[config.mk]
export PLATFORM = sky130hd
export DESIGN_NAME = firc_src_flat
export DESIGN_NICKNAME = d
export VERILOG_FILES = /design/src/rtl/firc_src_pkg.sv /design/src/rtl/firc_src_if.sv /design/src/rtl/firc_src_fifo.sv /design/src/rtl/firc_src.sv /design/src/flat_wrapper.sv
export SDC_FILE = /design/constraint.sdc
export NUM_CORES = 2
export LEC_CHECK = 0
export ABC_AREA = 1
export CORE_MARGIN = 3
export CORE_UTILIZATION = 56
export DETAILED_ROUTE_END_ITERATION = 7
export PLACE_DENSITY = 0.78
export SYNTH_ARGS = -nofsm -noshare
export SYNTH_HDL_FRONTEND = slang
export SYNTH_HIERARCHICAL = 1
export SYNTH_SLANG_ARGS = --single-unit
export TNS_END_PERCENT = 5
[constraint.sdc]
create_clock -name Clk -period 4.1 [get_ports Clk]
set_input_delay 0.82 -clock Clk [delete_from_list [all_inputs] [get_ports Clk]]
set_output_delay 0.82 -clock Clk [all_outputs]
set_load 0.05 [all_outputs]
[src/rtl/firc_src_pkg.sv]
// Shared widths, defaults and FSM state type for the coefficient-loading sample router.
// Optional feature macro: FIRC_SRC_CNT_EN (downstream sample counter).
package firc_pkg;
  localparam int SAMP_W    = 24;
  localparam int COEF_W    = 27;
  localparam int ADDR_W    = 5;
  localparam int NCOEF_DEF = 15;

  typedef enum logic [1:0] {
    IDLE,
    LOAD_COEF,
    STREAM,
    DRAIN
  } state_t;
endpackage

[src/rtl/firc_src_if.sv]
// Bus bundle for firc_src: coefficient writes, upstream/downstream sample
// handshakes, coefficient push port and status.
interface firc_src_if;
  import firc_pkg::*;

  logic              CoefWe;
  logic [ADDR_W-1:0] CoefWAddr;
  logic [COEF_W-1:0] CoefWI;
  logic [COEF_W-1:0] CoefWQ;
  logic              LoadReq;
  logic              UPush;
  logic              UStop;
  logic [SAMP_W-1:0] USampI;
  logic [SAMP_W-1:0] USampQ;
  logic              PushIn;
  logic              StopIn;
  logic [SAMP_W-1:0] SampI;
  logic [SAMP_W-1:0] SampQ;
  logic              PushCoef;
  logic [ADDR_W-1:0] CoefAddr;
  logic [COEF_W-1:0] CoefI;
  logic [COEF_W-1:0] CoefQ;
  logic              Busy;
  logic [15:0]       SampCnt;

  modport slave (
    input  CoefWe, CoefWAddr, CoefWI, CoefWQ, LoadReq,
    input  UPush, USampI, USampQ, StopIn,
    output UStop, PushIn, SampI, SampQ,
    output PushCoef, CoefAddr, CoefI, CoefQ,
    output Busy, SampCnt
  );

  modport master (
    output CoefWe, CoefWAddr, CoefWI, CoefWQ, LoadReq,
    output UPush, USampI, USampQ, StopIn,
    input  UStop, PushIn, SampI, SampQ,
    input  PushCoef, CoefAddr, CoefI, CoefQ,
    input  Busy, SampCnt
  );
endinterface

[src/rtl/firc_src_fifo.sv]
// Synchronous FIFO with first-word fall-through head; depth must be a power of 2.
// Pointers carry one extra wrap bit to tell full from empty.
module firc_src_fifo #(
  parameter int W     = 48,
  parameter int DEPTH = 8
) (
  input  logic         Clk,
  input  logic         Reset,
  input  logic         push,
  input  logic         pop,
  input  logic [W-1:0] din,
  output logic [W-1:0] dout,
  output logic         full,
  output logic         empty
);
  localparam int AW = $clog2(DEPTH);

  logic [W-1:0] mem [DEPTH];
  logic [AW:0]  wp;
  logic [AW:0]  rp;
  logic         wr;
  logic         rd;

  assign wr = push && !full;
  assign rd = pop && !empty;

  always_ff @(posedge Clk) begin
    if (Reset) begin
      wp <= '0;
      rp <= '0;
    end else begin
      if (wr) wp <= wp + (AW+1)'(1);
      if (rd) rp <= rp + (AW+1)'(1);
    end
  end

  always_ff @(posedge Clk) begin
    if (wr) mem[wp[AW-1:0]] <= din;
  end

  assign dout  = mem[rp[AW-1:0]];
  assign empty = (wp == rp);
  assign full  = (wp[AW] != rp[AW]) &&
                 (wp[AW-1:0] == rp[AW-1:0]);
endmodule

[src/rtl/firc_src.sv]
// Sample router that pauses the stream to push a shadow coefficient table downstream.
// Optional: define FIRC_SRC_CNT_EN for a saturating downstream sample counter.
module firc_src
  import firc_pkg::*;
#(
  parameter int FIFO_DEPTH = 8,
  parameter int NCOEF      = NCOEF_DEF
) (
  input logic      Clk,
  input logic      Reset,
  firc_src_if.slave bus
);
  localparam int TBL = 1 << ADDR_W;
  localparam logic [ADDR_W-1:0] LAST = ADDR_W'(NCOEF);

  state_t state_q;
  state_t state_d;

  logic [COEF_W-1:0] shad_i [TBL];
  logic [COEF_W-1:0] shad_q [TBL];
  logic              pcoef_q;
  logic [ADDR_W-1:0] addr_q;
  logic [COEF_W-1:0] ci_q;
  logic [COEF_W-1:0] cq_q;
  logic [ADDR_W-1:0] nxt_addr;
  logic [COEF_W-1:0] rd_i;
  logic [COEF_W-1:0] rd_q;
  logic              wr_en;
  logic              fwd;
  logic              fifo_full;
  logic              fifo_empty;
  logic              fwd_state;
  logic              push;
  logic [2*SAMP_W-1:0] head;

  assign fwd_state = (state_q == STREAM) ||
                     (state_q == DRAIN);
  assign bus.UStop  = !Reset &&
                      (fifo_full || state_q == DRAIN);
  assign bus.PushIn = !Reset && fwd_state &&
                      !fifo_empty && !bus.StopIn;
  assign bus.Busy   = !Reset &&
                      (state_q == LOAD_COEF || state_q == DRAIN);
  assign push = bus.UPush && !bus.UStop;

  firc_src_fifo #(
    .W     (2*SAMP_W),
    .DEPTH (FIFO_DEPTH)
  ) u_fifo (
    .Clk   (Clk),
    .Reset (Reset),
    .push  (push),
    .pop   (bus.PushIn),
    .din   ({bus.USampI, bus.USampQ}),
    .dout  (head),
    .full  (fifo_full),
    .empty (fifo_empty)
  );

  // Head is masked so nothing stale leaks out of an empty FIFO.
  assign bus.SampI = (!Reset && !fifo_empty) ?
                     head[2*SAMP_W-1:SAMP_W] : '0;
  assign bus.SampQ = (!Reset && !fifo_empty) ?
                     head[SAMP_W-1:0] : '0;

  always_ff @(posedge Clk) begin
    if (Reset) state_q <= IDLE;
    else       state_q <= state_d;
  end

  always_comb begin
    state_d = state_q;
    unique case (state_q)
      IDLE:      if (bus.LoadReq) state_d = LOAD_COEF;
      LOAD_COEF: if (addr_q == LAST) state_d = STREAM;
      STREAM:    if (bus.LoadReq) state_d = DRAIN;
      DRAIN:     if (fifo_empty) state_d = LOAD_COEF;
      default:   state_d = IDLE;
    endcase
  end

  assign wr_en = bus.CoefWe &&
                 bus.CoefWAddr != '0 &&
                 bus.CoefWAddr <= LAST &&
                 (state_q == IDLE || state_q == STREAM);

  always_ff @(posedge Clk) begin
    if (Reset) begin
      for (int i = 0; i < TBL; i++) begin
        shad_i[i] <= '0;
        shad_q[i] <= '0;
      end
    end else if (wr_en) begin
      shad_i[bus.CoefWAddr] <= bus.CoefWI;
      shad_q[bus.CoefWAddr] <= bus.CoefWQ;
    end
  end

  // A write landing with LoadReq is forwarded into the first push.
  assign nxt_addr = (state_q == LOAD_COEF) ?
                    addr_q + ADDR_W'(1) : ADDR_W'(1);
  assign fwd  = wr_en && (bus.CoefWAddr == nxt_addr);
  assign rd_i = fwd ? bus.CoefWI : shad_i[nxt_addr];
  assign rd_q = fwd ? bus.CoefWQ : shad_q[nxt_addr];

  always_ff @(posedge Clk) begin
    if (Reset || state_d != LOAD_COEF) begin
      pcoef_q <= 1'b0;
      addr_q  <= '0;
      ci_q    <= '0;
      cq_q    <= '0;
    end else begin
      pcoef_q <= 1'b1;
      addr_q  <= nxt_addr;
      ci_q    <= rd_i;
      cq_q    <= rd_q;
    end
  end

  assign bus.PushCoef = pcoef_q;
  assign bus.CoefAddr = addr_q;
  assign bus.CoefI    = ci_q;
  assign bus.CoefQ    = cq_q;

`ifdef FIRC_SRC_CNT_EN
  logic [15:0] cnt_q;

  always_ff @(posedge Clk) begin
    if (Reset) cnt_q <= '0;
    else if (state_d == LOAD_COEF &&
             state_q != LOAD_COEF) cnt_q <= '0;
    else if (bus.PushIn && cnt_q != 16'hFFFF)
      cnt_q <= cnt_q + 16'd1;
  end

  assign bus.SampCnt = cnt_q;
`else
  assign bus.SampCnt = '0;
`endif
endmodule

[src/flat_wrapper.sv]
// flat-port wrapper written by rule: the top's interface ports become plain ports
module firc_src_flat import firc_pkg::*;
#(
  parameter int FIFO_DEPTH = 8,
  parameter int NCOEF      = NCOEF_DEF
)
  (Clk, Reset, bus_CoefWe, bus_CoefWAddr, bus_CoefWI, bus_CoefWQ, bus_LoadReq, bus_UPush, bus_USampI, bus_USampQ, bus_StopIn, bus_UStop, bus_PushIn, bus_SampI, bus_SampQ, bus_PushCoef, bus_CoefAddr, bus_CoefI, bus_CoefQ, bus_Busy, bus_SampCnt);
  firc_src_if bus_i ();
  input logic Clk;
  input logic Reset;
  input wire logic [$bits(bus_i.CoefWe)-1:0] bus_CoefWe;
  input wire logic [$bits(bus_i.CoefWAddr)-1:0] bus_CoefWAddr;
  input wire logic [$bits(bus_i.CoefWI)-1:0] bus_CoefWI;
  input wire logic [$bits(bus_i.CoefWQ)-1:0] bus_CoefWQ;
  input wire logic [$bits(bus_i.LoadReq)-1:0] bus_LoadReq;
  input wire logic [$bits(bus_i.UPush)-1:0] bus_UPush;
  input wire logic [$bits(bus_i.USampI)-1:0] bus_USampI;
  input wire logic [$bits(bus_i.USampQ)-1:0] bus_USampQ;
  input wire logic [$bits(bus_i.StopIn)-1:0] bus_StopIn;
  output wire logic [$bits(bus_i.UStop)-1:0] bus_UStop;
  output wire logic [$bits(bus_i.PushIn)-1:0] bus_PushIn;
  output wire logic [$bits(bus_i.SampI)-1:0] bus_SampI;
  output wire logic [$bits(bus_i.SampQ)-1:0] bus_SampQ;
  output wire logic [$bits(bus_i.PushCoef)-1:0] bus_PushCoef;
  output wire logic [$bits(bus_i.CoefAddr)-1:0] bus_CoefAddr;
  output wire logic [$bits(bus_i.CoefI)-1:0] bus_CoefI;
  output wire logic [$bits(bus_i.CoefQ)-1:0] bus_CoefQ;
  output wire logic [$bits(bus_i.Busy)-1:0] bus_Busy;
  output wire logic [$bits(bus_i.SampCnt)-1:0] bus_SampCnt;
  assign bus_i.CoefWe = bus_CoefWe;
  assign bus_i.CoefWAddr = bus_CoefWAddr;
  assign bus_i.CoefWI = bus_CoefWI;
  assign bus_i.CoefWQ = bus_CoefWQ;
  assign bus_i.LoadReq = bus_LoadReq;
  assign bus_i.UPush = bus_UPush;
  assign bus_i.USampI = bus_USampI;
  assign bus_i.USampQ = bus_USampQ;
  assign bus_i.StopIn = bus_StopIn;
  assign bus_UStop = bus_i.UStop;
  assign bus_PushIn = bus_i.PushIn;
  assign bus_SampI = bus_i.SampI;
  assign bus_SampQ = bus_i.SampQ;
  assign bus_PushCoef = bus_i.PushCoef;
  assign bus_CoefAddr = bus_i.CoefAddr;
  assign bus_CoefI = bus_i.CoefI;
  assign bus_CoefQ = bus_i.CoefQ;
  assign bus_Busy = bus_i.Busy;
  assign bus_SampCnt = bus_i.SampCnt;
  firc_src #(.FIFO_DEPTH(FIFO_DEPTH), .NCOEF(NCOEF)) u_core (.Clk(Clk), .Reset(Reset), .bus(bus_i));
endmodule
Word level (Yosys, flattened, before mapping)
Memory sizes are Yosys's and may differ from the RTL's. A register that Yosys moved wholly into a read port is not among the register bits.
Index checks and enable logic that the tools add are counted.
- $add $sub $neg: 3
- $lt $le $gt $ge: 1
- equality and inequality tests: 8
- muxes and demuxes: 24
- reduce and logical (&&, ||, !) cells: 27
- operator list (cell ; number):
    two-way mux 27 bit ; 2
    OR reduction 27 bit ; 2
    two-way mux 24 bit ; 2
    two-way mux 5 bit ; 3
    logical AND 1 bit ; 13
    two-way mux 1 bit ; 10
    adder 4 x 1 -> 4 bit (second input constant) ; 2
    two-way mux 2 bit ; 4
    case mux 2 bit (4 select lines) ; 1
    two-way mux 3 bit ; 2
    adder 5 x 1 -> 5 bit (second input constant) ; 1
    == test 5 x 4 -> 1 bit (second input constant) ; 1
    less-or-equal comparator 5 x 4 -> 1 bit (second input constant) ; 1
    logical NOT 1 bit ; 5
    logical OR 1 bit ; 5
    nonzero test 5 bit ; 1
    == test 2 bit (second input constant) ; 2
    == test 4 bit ; 1
    == test 3 bit ; 1
    == test 2 x 1 -> 1 bit (second input constant) ; 1
    logical NOT 2 bit ; 1
    inequality test 2 x 1 -> 1 bit (second input constant) ; 1
    inequality test 1 bit ; 1
- bits in registers: 16
- memory bits (writable): 2112
- bits of input ports: 113
- output and inout port bits: 127
- word-level logic and storage cells: 71
- memories kept: 3
- memory list (memory ; words ; width ; rd ports ; clocked after memory_dff ; wr ports ; line ; source):
    u_core.shad_i ; 32 ; 27 ; 1 ; 1 ; 32 ; firc_src.sv:19 ; logic [COEF_W-1:0] shad_i [TBL];
    u_core.shad_q ; 32 ; 27 ; 1 ; 1 ; 32 ; firc_src.sv:20 ; logic [COEF_W-1:0] shad_q [TBL];
    u_core.u_fifo.mem ; 8 ; 48 ; 1 ; 1 ; 1 ; firc_src_fifo.sv:18 ; logic [W-1:0] mem [DEPTH];

Longest topological paths before layout
- depth in word-level cells: 9
- mapped depth: 16
- depth with buffers taken out: 14

Hierarchy
The synthesis kept the hierarchy.
- by module, submodules not included (module ; instances ; cells an instance ; area an instance (µm²) ; sequential area each (µm²)):
    firc_src ; 1 ; 8360 ; 80622.3 ; 53131.0
    firc_src_fifo ; 1 ; 1281 ; 15656.3 ; 11751.3

Worst setup path after synthesis
Ideal clock, no wire load.
- path kind: input-to-reg
- start: input Reset
- end: memory u_core.u_fifo.mem[1][0], enable pin
- setup time: 0.454 ns
- data arrival time: 4.632 ns
- required time: 3.646 ns
- setup slack: -0.986 ns
- cell stages on the path: 8
- buffers on the path: 2
- cells stage by stage: clkbuf_1 -> clkbuf_1 -> nor2_1 -> nand2_1 -> nand2_1 -> nor2_1 -> nand3_1 -> nor2_1
- cells in the longest elaborated chain, start to end: 7
- ends and longest elaborated chain (item ; line ; source):
    start, declared ; flat_wrapper.sv:10 ; input logic Reset;
    logical NOT 1 bit ; firc_src.sv:38 ; assign bus.UStop = !Reset &&
    logical AND 1 bit ; firc_src.sv:38 ;
    via bus_UStop ; flat_wrapper.sv:20 ; output wire logic [$bits(bus_i.UStop)-1:0] bus_UStop;
    logical NOT 1 bit ; firc_src.sv:44 ; assign push = bus.UPush && !bus.UStop;
    logical AND 1 bit ; firc_src.sv:44 ;
    via u_core.push ; firc_src.sv:33 ; logic push;
    logical AND 1 bit ; firc_src_fifo.sv:24 ; assign wr = push && !full;
    two-way mux 1 bit ; firc_src_fifo.sv:38 ; if (wr) mem[wp[AW-1:0]] <= din;
    two-way mux 1 bit (implied by the code) ; firc_src_fifo.sv:38 ;
    end, declared ; firc_src_fifo.sv:18 ;
The timed path passes the listed nets, and every way through them passes these cells.

==> results.toml <==
[critical_path]
cp_max_fo = 192
max_stage_delay_ps = 460
crit_slowest_cell = "buf_16"
arrival_ps = 3080
end_kind = "output pin"
cp_cell_sequence = "buf_16 > nor2_1 > nor2_1 > o21ai_0 > o21ai_0 > nand2_1 > nand2_1 > inv_1 > nor2_1 > buf_4"
startpoint_type = "flop"
path_class = "reg2out"
critPathRequiredTime_ps = 3280
crit_path_frequent_cell = "nor2_1"

[cells_and_area]
fin_area_sq_mm = 0.111
drive_gt1_share_pct = 5.84
layout_common_cells = "edfxtp_1 (2112), nor2_1 (2041), nand2_1 (1444)"
area_growth_pct = 14.8
filler_cell_count = 12600
final_common_cell = "edfxtp_1"
nets = 10600

[timing]
skew_ps = 62.8
timing.fmax_mhz = 257
layout_worst_path_cycle_share_pct = 95.0
finalHoldViolCount = 0
tightest_slew_ps = 1410
drv_slew = 0
timing.setup.tns_ps = 0
relSlewSlack_pct = 6.32
fin_crit_ps = 3900
grt_setup_unrepaired = "no"
finalSetupViolCount = 0

[global_route]
antenna_found_initial = 13
grt_pass1_vias = 67400
grt-ovfl-total = 0
grt_pass1_wl_um = 368000
grt_usage_pct = 27.0
grt_max_degree = 212

[synthesis]
ys_seq_area_share_pct = 67.4
synth_top_area_share_pct = 65.9
netlist_instances = 9641
synth_edf_count = 2112
ys_ff_latch = 2185
yosysUniqueCellTypes = 29
async_reset_ff_share_pct = 0
yosys-top-cells-area = "edfxtp_1 (66%), nor2_1 (8.0%), nand3_1 (6.6%)"
synth_area_per_cell_sq_um = 9.99
ys_warn_count = 6
synth.largest_area_cell = "edfxtp_1"
synth_area_sq_mm = 0.0963
synth_ff_type = "edfxtp_1"

[detailed_routing]
wl_per_cell_um = 18.7
first_iter_violations = 8241
wirelength_um = 242000
drt-vias-per-instance = 5.36
dr.pass1.iters = 8
final_antenna_net_count = 0
vias = 69200
drc = 0

[die]
start_util_pct = 56.6
coreArea_sq_mm = 0.170
die_w_um = 421
pin_count = 240
die-area_sq_mm = 0.177
die_h_um = 421
num_rows = 151

[clock_network]
cts_tree = "yes"
h-tree-depth = 4
clk_pin_slew_worst_paths_ps = 60
root_buffer = "clkbuf_16"
numCtsBuffers = 215
clk_path_buf_depth = 3
clock-sinks = 2185
clk_latency_ps = 860

[pwr]
p_leak_nw = 48.5
ir_drop_mv = 0.499
power_density_mw_per_mm2 = 443

[flow_run]
maxCapViolCount = 0

[placement]
portBuffers = 223
dpl_cell_area_sq_mm = 0.104
dp_hpwl_um = 129000
place_congestion = 0.823

[status]
status = "completed"

[hold_path]
hold_class = "in2reg"
[final cells by class]
type	instances	area [sq um]	share of cell area (%)
Antenna cell	8	20.0	0.0181
Clock buffer	292	5830	5.28
Clock inverter	107	1020	0.927
Inverter	1238	4670	4.23
Multi-Input combinational cell	6495	27400	24.8
Sequential cell	2185	64900	58.7
Tap cell	2218	2780	2.51
Timing Repair Buffer	354	3910	3.54
[report_power, final]
group	switching [mW]	leakage [nW]	total (mW)	internal, mW
registers	0.330	21.3	26.1	25.7
clock network	8.30	3.33	19.1	10.8
logic	2.77	23.9	3.82	1.05
[cell families after synthesis]
family / synth area share [%]
other: 0.00389
and+or+nand+nor: 21.4
adders and majority gates: 0.0520
buffers and inverters: 8.03
AOI/OAI and AO/OA: 3.15
DFF: 67.4
[critical path, delay by kind of cell (launching register included)]
| kind | cells | cell delay, ps |
|---|---|---|
| buffers and inverters | 3 | 760 |
| AND/OR/NAND/NOR | 5 | 650 |
| flip-flops | 1 | 380 |
| AO/OA/AOI/OAI | 2 | 300 |
[Yosys cell counts, types with 2 or more instances]
| cell | number |
|---|---|
| buf_1 | 22 |
| clkbuf_1 | 296 |
| nand3_1 | 1273 |
| clkbuf_2 | 4 |
| o21ai_1 | 153 |
| nand4_1 | 56 |
| nor3_1 | 3 |
| buf_2 | 288 |
| nand2_1 | 1474 |
| nor2_1 | 2049 |
| inv_1 | 1228 |
| a21oi_1 | 154 |
| edfxtp_1 | 2112 |
| inv_2 | 9 |
| or2_1 | 2 |
| buf_6 | 19 |
| ha_1 | 4 |
| or2_2 | 89 |
| nor2_4 | 2 |
| buf_4 | 26 |
| o21ai_0 | 298 |
| dfxtp_1 | 73 |
[what timing repair did]
item	4_1_cts	5_1_grt
setup endpoints to repair	2	4
setup buffers	0	0
hold buffers	0	0
gates resized for setup	1	3
[per-stage QoR]
| step | setup slack [ps] | utilization, % | total power [mW] | instances | hold WS (ps) |
|---|---|---|---|---|---|
| after floorplan | -256 | - | 29.0 | 10600 | 496 |
| after global placement | 600 | 60.9 | 30.1 | 12500 | 512 |
| after detailed placement | 617 | 60.9 | 30.3 | 12500 | 539 |
| after CTS | 71.3 | 65.0 | 49.2 | 12900 | 282 |
| after global routing | 24.7 | 65.0 | 50.6 | 12900 | 302 |
| final | 204 | 65.0 | 49.0 | 12900 | 325 |
[worst paths after layout]
kind,slack (ps),cells past startpoint,startpoint,to
max,200,10,flop,bus_SampQ[7]
min,320,1,Reset,u_core/shad_q[0][8]
max reg2reg,740,10,u_core/state_q[0],u_core/bus.CoefQ[21]
min reg2reg,550,2,u_core/u_fifo/wp[3],u_core/u_fifo/wp[3]
[registers in the layout (all words and copies together), names as in the netlist, named ones only]
signal	cells
u_core/state_q	2
u_core/u_fifo/wp	4
u_core/bus.CoefI	27
u_core/shad_q	864
u_core/shad_i	864
u_core/bus.CoefAddr	5
u_core/u_fifo/rp	4
u_core/u_fifo/mem	384
u_core/bus.CoefQ	27
u_core/bus.PushCoef	1
[metal layers]
| metal | wire length [um] | track usage, % | part of all wire (%) |
|---|---|---|---|
| met5 | 68 | 0.167 | 0.028 |
| met4 | 13400 | 14.8 | 5.5 |
| met1 | 86800 | 32.7 | 36 |
| met2 | 118000 | 45.8 | 49 |
| met3 | 23100 | 4.84 | 9.6 |
(Power assumes the default switching activity.)
